==> config.mk <==
export PLATFORM = sky130hd
export DESIGN_NAME = lmsm_sequencer
export DESIGN_NICKNAME = d
export VERILOG_FILES = /design/src/rtl/lca_pkg.sv /design/src/rtl/lsb_encoder.sv /design/src/rtl/lmsm_sequencer.sv
export SDC_FILE = /design/constraint.sdc
export NUM_CORES = 1
export LEC_CHECK = 0
export ABC_AREA = 1
export CAP_MARGIN = 20
export CORE_ASPECT_RATIO = 2
export CORE_MARGIN = 5
export CORE_UTILIZATION = 35
export CTS_CLUSTER_DIAMETER = 30
export DETAILED_ROUTE_END_ITERATION = 12
export PLACE_DENSITY_LB_ADDON = 0.15
export SYNTH_ARGS = -nofsm -noshare
export SYNTH_HDL_FRONTEND = slang
export SYNTH_SLANG_ARGS = --single-unit
==> constraint.sdc <==
create_clock -name clk -period 2.4 [get_ports clk]
set_input_delay 0.48 -clock clk [delete_from_list [all_inputs] [get_ports clk]]
set_output_delay 0.48 -clock clk [all_outputs]
set_load 0.005 [all_outputs]
==> src/rtl/lca_pkg.sv <==
// ============================================================================
// Module      : lca_pkg
// Description : Shared opcode constants, widths and sequencer state encoding.
// Revision    : 1.0 - initial release
// ============================================================================
`default_nettype none

package lca_pkg;

    localparam int IR_W   = 16;
    localparam int LIST_W = 8;

    localparam logic [3:0] OP_LM = 4'b0110;
    localparam logic [3:0] OP_SM = 4'b0111;

    typedef enum logic [0:0] {
        IDLE = 1'b0,
        SEQ  = 1'b1
    } lmsm_state_t;

endpackage

`default_nettype wire

==> src/rtl/lsb_encoder.sv <==
// ============================================================================
// Module      : lsb_encoder
// Description : Index and one-hot of the lowest set bit of a vector, plus none.
// Revision    : 1.0 - initial release
// ============================================================================
`default_nettype none

module lsb_encoder #(
    parameter int W     = 8,
    parameter int IDX_W = 3
) (
    input  logic [W-1:0]     vec_i,
    output logic [IDX_W-1:0] idx_o,
    output logic [W-1:0]     onehot_o,
    output logic             none_o
);

    // Scanning from the top lets the lowest set bit win the last assignment.
    always_comb begin
        idx_o = '0;
        for (int i = W - 1; i >= 0; i--) begin
            if (vec_i[i]) begin
                idx_o = IDX_W'(i);
            end
        end
    end

    assign onehot_o = vec_i & (~vec_i + W'(1));
    assign none_o   = (vec_i == '0);

endmodule

`default_nettype wire

==> src/rtl/lmsm_sequencer.sv <==
// ============================================================================
// Module      : lmsm_sequencer
// Description : Expands LM/SM into one single-register micro-op per list bit.
//               Optional stall counter enabled by LMSM_STALL_CNT_EN.
// Revision    : 1.0 - initial release
// ============================================================================
`default_nettype none

module lmsm_sequencer #(
    parameter int IR_W   = 16,
    parameter int LIST_W = 8
) (
    input  logic            clk,
    input  logic            reset,
    input  logic [IR_W-1:0] ir_in,
    input  logic            stall_in,
    input  logic            flush,
    output logic [IR_W-1:0] ir_out,
    output logic            first_multiple,
    output logic [2:0]      reg_idx,
    output logic            pc_write,
    output logic            if_id_hold,
    output logic            busy
`ifdef LMSM_STALL_CNT_EN
    ,
    output logic [15:0]     stall_cnt
`endif
);

    import lca_pkg::*;

    localparam int c_HI_W = IR_W - LIST_W;

    lmsm_state_t             state_q, state_d;
    logic [LIST_W-1:0]       mask_q, mask_d;
    logic [c_HI_W-1:0]       irhi_q, irhi_d;

    logic [LIST_W-1:0]       w_enc_vec;
    logic [2:0]              w_enc_idx;
    logic [LIST_W-1:0]       w_enc_onehot;
    logic                    w_enc_none;
    logic [LIST_W-1:0]       w_rem;
    logic                    w_is_lmsm;
    logic                    w_hold;

    // One encoder serves both the incoming list and the working mask.
    assign w_enc_vec = (state_q == SEQ) ? mask_q : ir_in[LIST_W-1:0];
    assign w_rem     = w_enc_vec & ~w_enc_onehot;
    assign w_is_lmsm = (ir_in[IR_W-1 -: 4] == OP_LM) || (ir_in[IR_W-1 -: 4] == OP_SM);

    lsb_encoder #(
        .W     (LIST_W),
        .IDX_W (3)
    ) u_lsb_encoder (
        .vec_i    (w_enc_vec),
        .idx_o    (w_enc_idx),
        .onehot_o (w_enc_onehot),
        .none_o   (w_enc_none)
    );

    always_comb begin
        ir_out         = ir_in;
        first_multiple = 1'b0;
        reg_idx        = 3'd0;
        w_hold         = 1'b0;
        state_d        = state_q;
        mask_d         = mask_q;
        irhi_d         = irhi_q;
        if (reset) begin
            state_d = IDLE;
        end else if (flush) begin
            state_d = IDLE;
            mask_d  = '0;
        end else begin
            case (state_q)
                IDLE: begin
                    if (w_is_lmsm && !w_enc_none) begin
                        ir_out         = {ir_in[IR_W-1:LIST_W], w_enc_onehot};
                        first_multiple = 1'b1;
                        reg_idx        = w_enc_idx;
                        if (w_rem != '0) begin
                            w_hold = 1'b1;
                            if (!stall_in) begin
                                mask_d  = w_rem;
                                irhi_d  = ir_in[IR_W-1:LIST_W];
                                state_d = SEQ;
                            end
                        end
                    end
                end
                SEQ: begin
                    ir_out  = {irhi_q, w_enc_onehot};
                    reg_idx = w_enc_idx;
                    w_hold  = (w_rem != '0);
                    if (!stall_in) begin
                        mask_d = w_rem;
                        if (w_rem == '0) begin
                            state_d = IDLE;
                        end
                    end
                end
                default: state_d = IDLE;
            endcase
        end
    end

    always_ff @(posedge clk) begin
        if (reset) begin
            state_q <= IDLE;
            mask_q  <= '0;
            irhi_q  <= '0;
        end else begin
            state_q <= state_d;
            mask_q  <= mask_d;
            irhi_q  <= irhi_d;
        end
    end

    assign pc_write   = !w_hold;
    assign if_id_hold = w_hold;
    assign busy       = !reset && (state_q == SEQ);

`ifdef LMSM_STALL_CNT_EN
    logic [15:0] stall_cnt_q;

    always_ff @(posedge clk) begin
        if (reset) begin
            stall_cnt_q <= '0;
        end else if (!pc_write && (stall_cnt_q != 16'hFFFF)) begin
            stall_cnt_q <= stall_cnt_q + 16'd1;
        end
    end

    assign stall_cnt = reset ? 16'd0 : stall_cnt_q;
`endif

endmodule

`default_nettype wire

==> Yosys cells after proc, flatten, opt, wreduce, memory -nomap -nowiden <==
Index checks and enable logic that the tools add are counted.
{ "totals": {"regBits": 17, "latch_bits": 0, "ram_bits": 0, "mem_bits_ro": 0, "out_inout_bits": 23, "wordCells": 63, "mem_count": 0} }
{ "op_classes": {"addsub": 1, "mul": 0, "n_div": 0, "n_lt_le_gt_ge": 0, "eq_ne": 4, "shift": 0, "mux": 36, "bitwise_logic": 7, "reduce_logical": 12} }
{ "op_table": {"columns": ["cell", "n"], "rows": [
  ["8-bit 2-to-1 mux", 5],
  ["3-bit 2-to-1 mux", 11],
  ["16-bit 2-to-1 mux", 2],
  ["16-bit one-hot mux with 2 select lines", 1],
  ["8-bit bitwise AND", 2],
  ["8-bit logical NOT", 2],
  ["8-bit NOT", 2],
  ["8-bit one-hot mux with 2 select lines", 1],
  ["1-bit 2-to-1 mux", 13],
  ["8-bit by 1-bit adder with 8-bit output (second input constant)", 1],
  ["4-bit by 3-bit equality test with 1-bit output (second input constant)", 2],
  ["8-bit nonzero test", 1],
  ["3-bit one-hot mux with 2 select lines", 1],
  ["5-bit AND reduction", 1],
  ["2-bit inequality test (second input constant)", 2],
  ["1-bit one-hot mux with 2 select lines", 2],
  ["1-bit logical NOT", 3],
  ["1-bit NOT", 3],
  ["1-bit logical AND", 2],
  ["2-bit AND reduction", 1],
  ["2-bit OR reduction", 1],
  ["1-bit logical OR", 1]
]} }

==> Longest topological paths before layout <==
{ "depth": {"word_depth": 13, "depth_mapped": 17, "ltp_nobuf": 15} }

==> By module <==
Synthesis repeated with hierarchy kept, for this count alone.
{ "unflattened": {"hier_cells": 228, "area_unflattened_um2": 1382.6} }
{ "modules_own_cells": {"columns": ["module", "instances", "cells_each", "area_per_inst_um2"], "rows": [
  ["lmsm_sequencer", 1, 194, 1217.4],
  ["lsb_encoder", 1, 34, 165.2]
]} }

==> Least setup slack after synthesis <==
Ideal clock, no wire load.
{ "synth_timing": {"path_type": "input to output", "from": "input reset", "to": "output ir_out[3]", "arrival_ps": 1806, "t_required_ps": 1920, "setup_slack_ps": 114, "cell_stages": 9, "path_cell_list": "buf_2 -> nor2_2 -> inv_1 -> nor2_1 -> inv_1 -> nand2_1 -> buf_2 -> nand3_1 -> o21ai_0"} }
{ "synth_via": {"elab_chain_len": 1} }
{ "synth_lines": {"columns": ["element", "line", "rtl"], "rows": [
  ["start: declaration", "lmsm_sequencer.sv:14", "input logic reset,"],
  ["16-bit 2-to-1 mux", "lmsm_sequencer.sv:69", "if (reset) begin"],
  ["end: declaration", "lmsm_sequencer.sv:18", "output logic [IR_W-1:0] ir_out,"]
]} }
Every way passes these cells.

==> Worst setup path after layout <==
{ "layout_timing": {"from": "input ir_in[2]", "to": "output ir_out[2]"} }
{ "layout_via": {"elab_chain_len": 8, "word_cells_on_any_way": 11, "classes_between": "1 x add/sub; 5 x mux; 2 x bitwise; 3 x reduce/logical"} }
{ "layout_lines": {"columns": ["element", "line", "rtl"], "rows": [
  ["start: declaration", "lmsm_sequencer.sv:15", "input logic [IR_W-1:0] ir_in,"],
  ["8-bit 2-to-1 mux", "lmsm_sequencer.sv:47", "assign w_enc_vec = (state_q == SEQ) ? mask_q : ir_in[LIST_W-1:0];"],
  ["8-bit NOT or 8-bit logical NOT (tied branches)", "lsb_encoder.sv:28, lsb_encoder.sv:29", null],
  ["8-bit by 1-bit adder with 8-bit output or 1-bit logical NOT (tied branches)", "lsb_encoder.sv:28, lmsm_sequencer.sv:77", null],
  ["8-bit bitwise AND or 1-bit logical AND (tied branches)", "lsb_encoder.sv:28, lmsm_sequencer.sv:77", null],
  ["8-bit 2-to-1 mux", "lmsm_sequencer.sv:77", "if (w_is_lmsm && !w_enc_none) begin"],
  ["16-bit one-hot mux with 2 select lines", "lmsm_sequencer.sv:75", "case (state_q)"],
  ["16-bit 2-to-1 mux", "lmsm_sequencer.sv:71", "end else if (flush) begin"],
  ["16-bit 2-to-1 mux *", "lmsm_sequencer.sv:69", null]
]} }
Every way passes the cells marked *; elsewhere a longest branch is shown, timed or not.

==> impl_metrics.json <==
{
  "path_clk_slew_ns": 0.06,
  "maxSlewViolCount": 0,
  "maxCapViolCount": 0,
  "use_met1_pct": 16.2,
  "yosys_register_bits": 16,
  "firstDrtPassIters": 4,
  "grt_max_degree": 13,
  "grtUsageMet2_pct": 37.7,
  "synth_top_area_share_pct": 25.3,
  "arrival_ns": 1.87,
  "synthesis.area_sq_um": 1260,
  "period_needed_ns": 2.35,
  "finalWorstSetupSlack_ns": 0.0497,
  "synth_cell_types": 22,
  "die_height_um": 95.0,
  "cts_tree": "yes",
  "final_cell_mix": "nand2_1 (66), buf_4 (65), inv_1 (27), nand2_2 (20), nor2_1 (19)",
  "die_area_sq_um": 4990,
  "antenna_found_initial": 0,
  "numCtsBuffers": 3,
  "ant_nets": 0,
  "clkPwrFrac_pct": 27.5,
  "drc": 0,
  "die_w_um": 52.5,
  "cp.required_ns": 1.92,
  "clk_latency_ns": 0.25,
  "pwr_density_cell_nw_per_um2": 306,
  "crit_path_end_kind": "output port",
  "first_iter_violations": 29,
  "ir_drop_v": 0.000330,
  "numPortBuffers": 42,
  "yosysWarnings": 0,
  "cp_max_fo": 5,
  "netlist_instances": 220,
  "std_cell_rows": 31,
  "p_int_uw": 520,
  "via_per_inst": 4.50,
  "multi_input_comb_area_sq_um": 902,
  "finalSetupViolCount": 0,
  "maxSlewHeadroom_pct": 84.1,
  "fin_hold_ws_ns": 0.439,
  "leakagePower_uw": 0.00118,
  "diodes": 0,
  "finalWeightedCongestion": 0.834,
  "grt_pass1_wl_um": 6930,
  "clockBufferDepth": 2,
  "final_common_cell": "nand2_1",
  "hpwlAfterDp_um": 3150,
  "switchingPower_uw": 207,
  "cts_root_buf": "clkbuf_8",
  "syn_to_final_growth_pct": 88.0,
  "busiest_layer": "met2",
  "vias": 1716,
  "drt_wl_total_um": 4270,
  "min_path_type": "reg2reg",
  "grt_setup_unrepaired": "true",
  "tns_ns": 0,
  "skew_ns": 0.00509,
  "holdBufCountCts": 0,
  "power_uw": 728,
  "combPwrFrac_pct": 35.2,
  "yosysTopAreaCell": "dfxtp_1",
  "avgSynthCellArea_sq_um": 5.75,
  "nFillCells": 351,
  "worst-setup-path-type": "in2out",
  "cts_max_level": 1,
  "min_period_over_period_pct": 97.9,
  "seqCellArea_sq_um": 324,
  "swShare_pct": 28.5,
  "dp_slack_ns": -0.715,
  "wl_per_cell_um": 11.2,
  "ys_top_cells_by_area": "dfxtp_1 (25%), nand2_1 (23%), inv_1 (9.2%), nor2_1 (7.7%), a21oi_1 (5.1%)",
  "seq_area_frac_synth_pct": 25.3,
  "timing.fmax_mhz": 425,
  "grt_overflow_total": 0,
  "clock-sinks": 16,
  "tightestPinTransition_ns": 0.237,
  "io_pins": 43,
  "layout-drive-gt1-share_pct": 43.4,
  "status": "completed",
  "p_seq_share_pct": 37.3,
  "grt_pass1_vias": 1679,
  "synthesis.nets": 240,
  "fin_nets": 354,
  "use_met3_pct": 1.88,
  "hold_viol": 0,
  "track_usage_pct": 18.4,
  "fin_util_pct": 66.7,
  "initial_core_util_pct": 35.4,
  "core_sq_um": 3570,
  "worst_setup_path_start_kind": "input port"
}
-- area by class of cell --
class,count,area share [%]
inverters,33,5.52
flip-flops and latches,16,13.6
repair buffers,115,38.6
multi-input cells,165,37.9
clock buffers,3,1.74
well taps,49,2.58
-- cells in the mapped netlist --
cell / count
buf_6: 3
inv_1: 31
nor3_4: 1
a21oi_2: 1
nor2_4: 2
nand3_1: 12
nor3_1: 1
nand2_2: 9
nand3_2: 1
o21ai_0: 9
nor2_1: 26
clkbuf_1: 1
o22ai_1: 2
nor2_2: 3
nand2_1: 79
inv_2: 2
buf_2: 2
nand4_1: 1
o31ai_1: 1
a21oi_1: 13
nand2_4: 4
dfxtp_1: 16
-- registers in the layout (all words and copies together), names as in the netlist --
| name | cells |
|---|---|
| irhi_q | 8 |
| mask_q | 7 |
| state_q | 1 |
-- power by group through the flow --
stage | Clock, uW | Combinational [uW] | Sequential (uW)
2_1_floorplan | 0 | 88.0 | 277
3_3_place_gp | 0 | 212 | 278
3_5_place_dp | 0 | 212 | 278
4_1_cts | 206 | 246 | 272
5_1_grt | 220 | 278 | 272
6_report | 200 | 256 | 271
-- layer usage --
layer  wire, um  up-vias  part of all wire (%)
met5          0        -                     0
met2       2680       33                    63
met1       1370      778                    32
met3        125       10                   2.9
li1           -      895                     -
met4         97        0                   2.3
-- path summary, 6_finish.rpt --
path / startpoint / cells past startpoint / to / slack, ns
worst max-delay path: ir_in[2] / 12 / ir_out[2] / 0.05
worst min-delay path: irhi_q[7] / 2 / irhi_q[7] / 0.44
worst max register to register: state_q / 16 / irhi_q[3] / 0.48
worst min register to register: irhi_q[7] / 2 / irhi_q[7] / 0.44
-- worst max-delay path, cell delays in order --
cell and delay, ns:
dlygate4sd2_1 0.24, inv_1 0.07, nand2_1 0.06, nand2_2 0.09
nand2_2 0.08, nor2_4 0.13, nand2_2 0.08, nand3_2 0.11
nand2_4 0.09, buf_6 0.14, o22ai_2 0.16, buf_2 0.13
-- kinds of logic (layout without fill, tap and decap cells) --
kind of cell    after synthesis  in the layout  share of synthesized area (%)
simple gates                139            139                           50.1
buf+inv                      39            151                           13.6
compound gates               26             26                           11.0
flops                        16             16                           25.3
-- through the flow --
| step | cell area (sq um) | instances |
|---|---|---|
| floorplan | 1260 | 220 |
| global placement | 2010 | 346 |
| detailed placement | 2010 | 346 |
| CTS | 2320 | 379 |
| global route | 2380 | 381 |
| finish | 2380 | 381 |
-- what timing repair did --
item,CTS,global route
gates resized for setup,100,21
endpoints found under the setup margin,22,15
buffers inserted,30,2
pin swaps,24,5
Note: power is estimated with default switching activity, not from simulation.
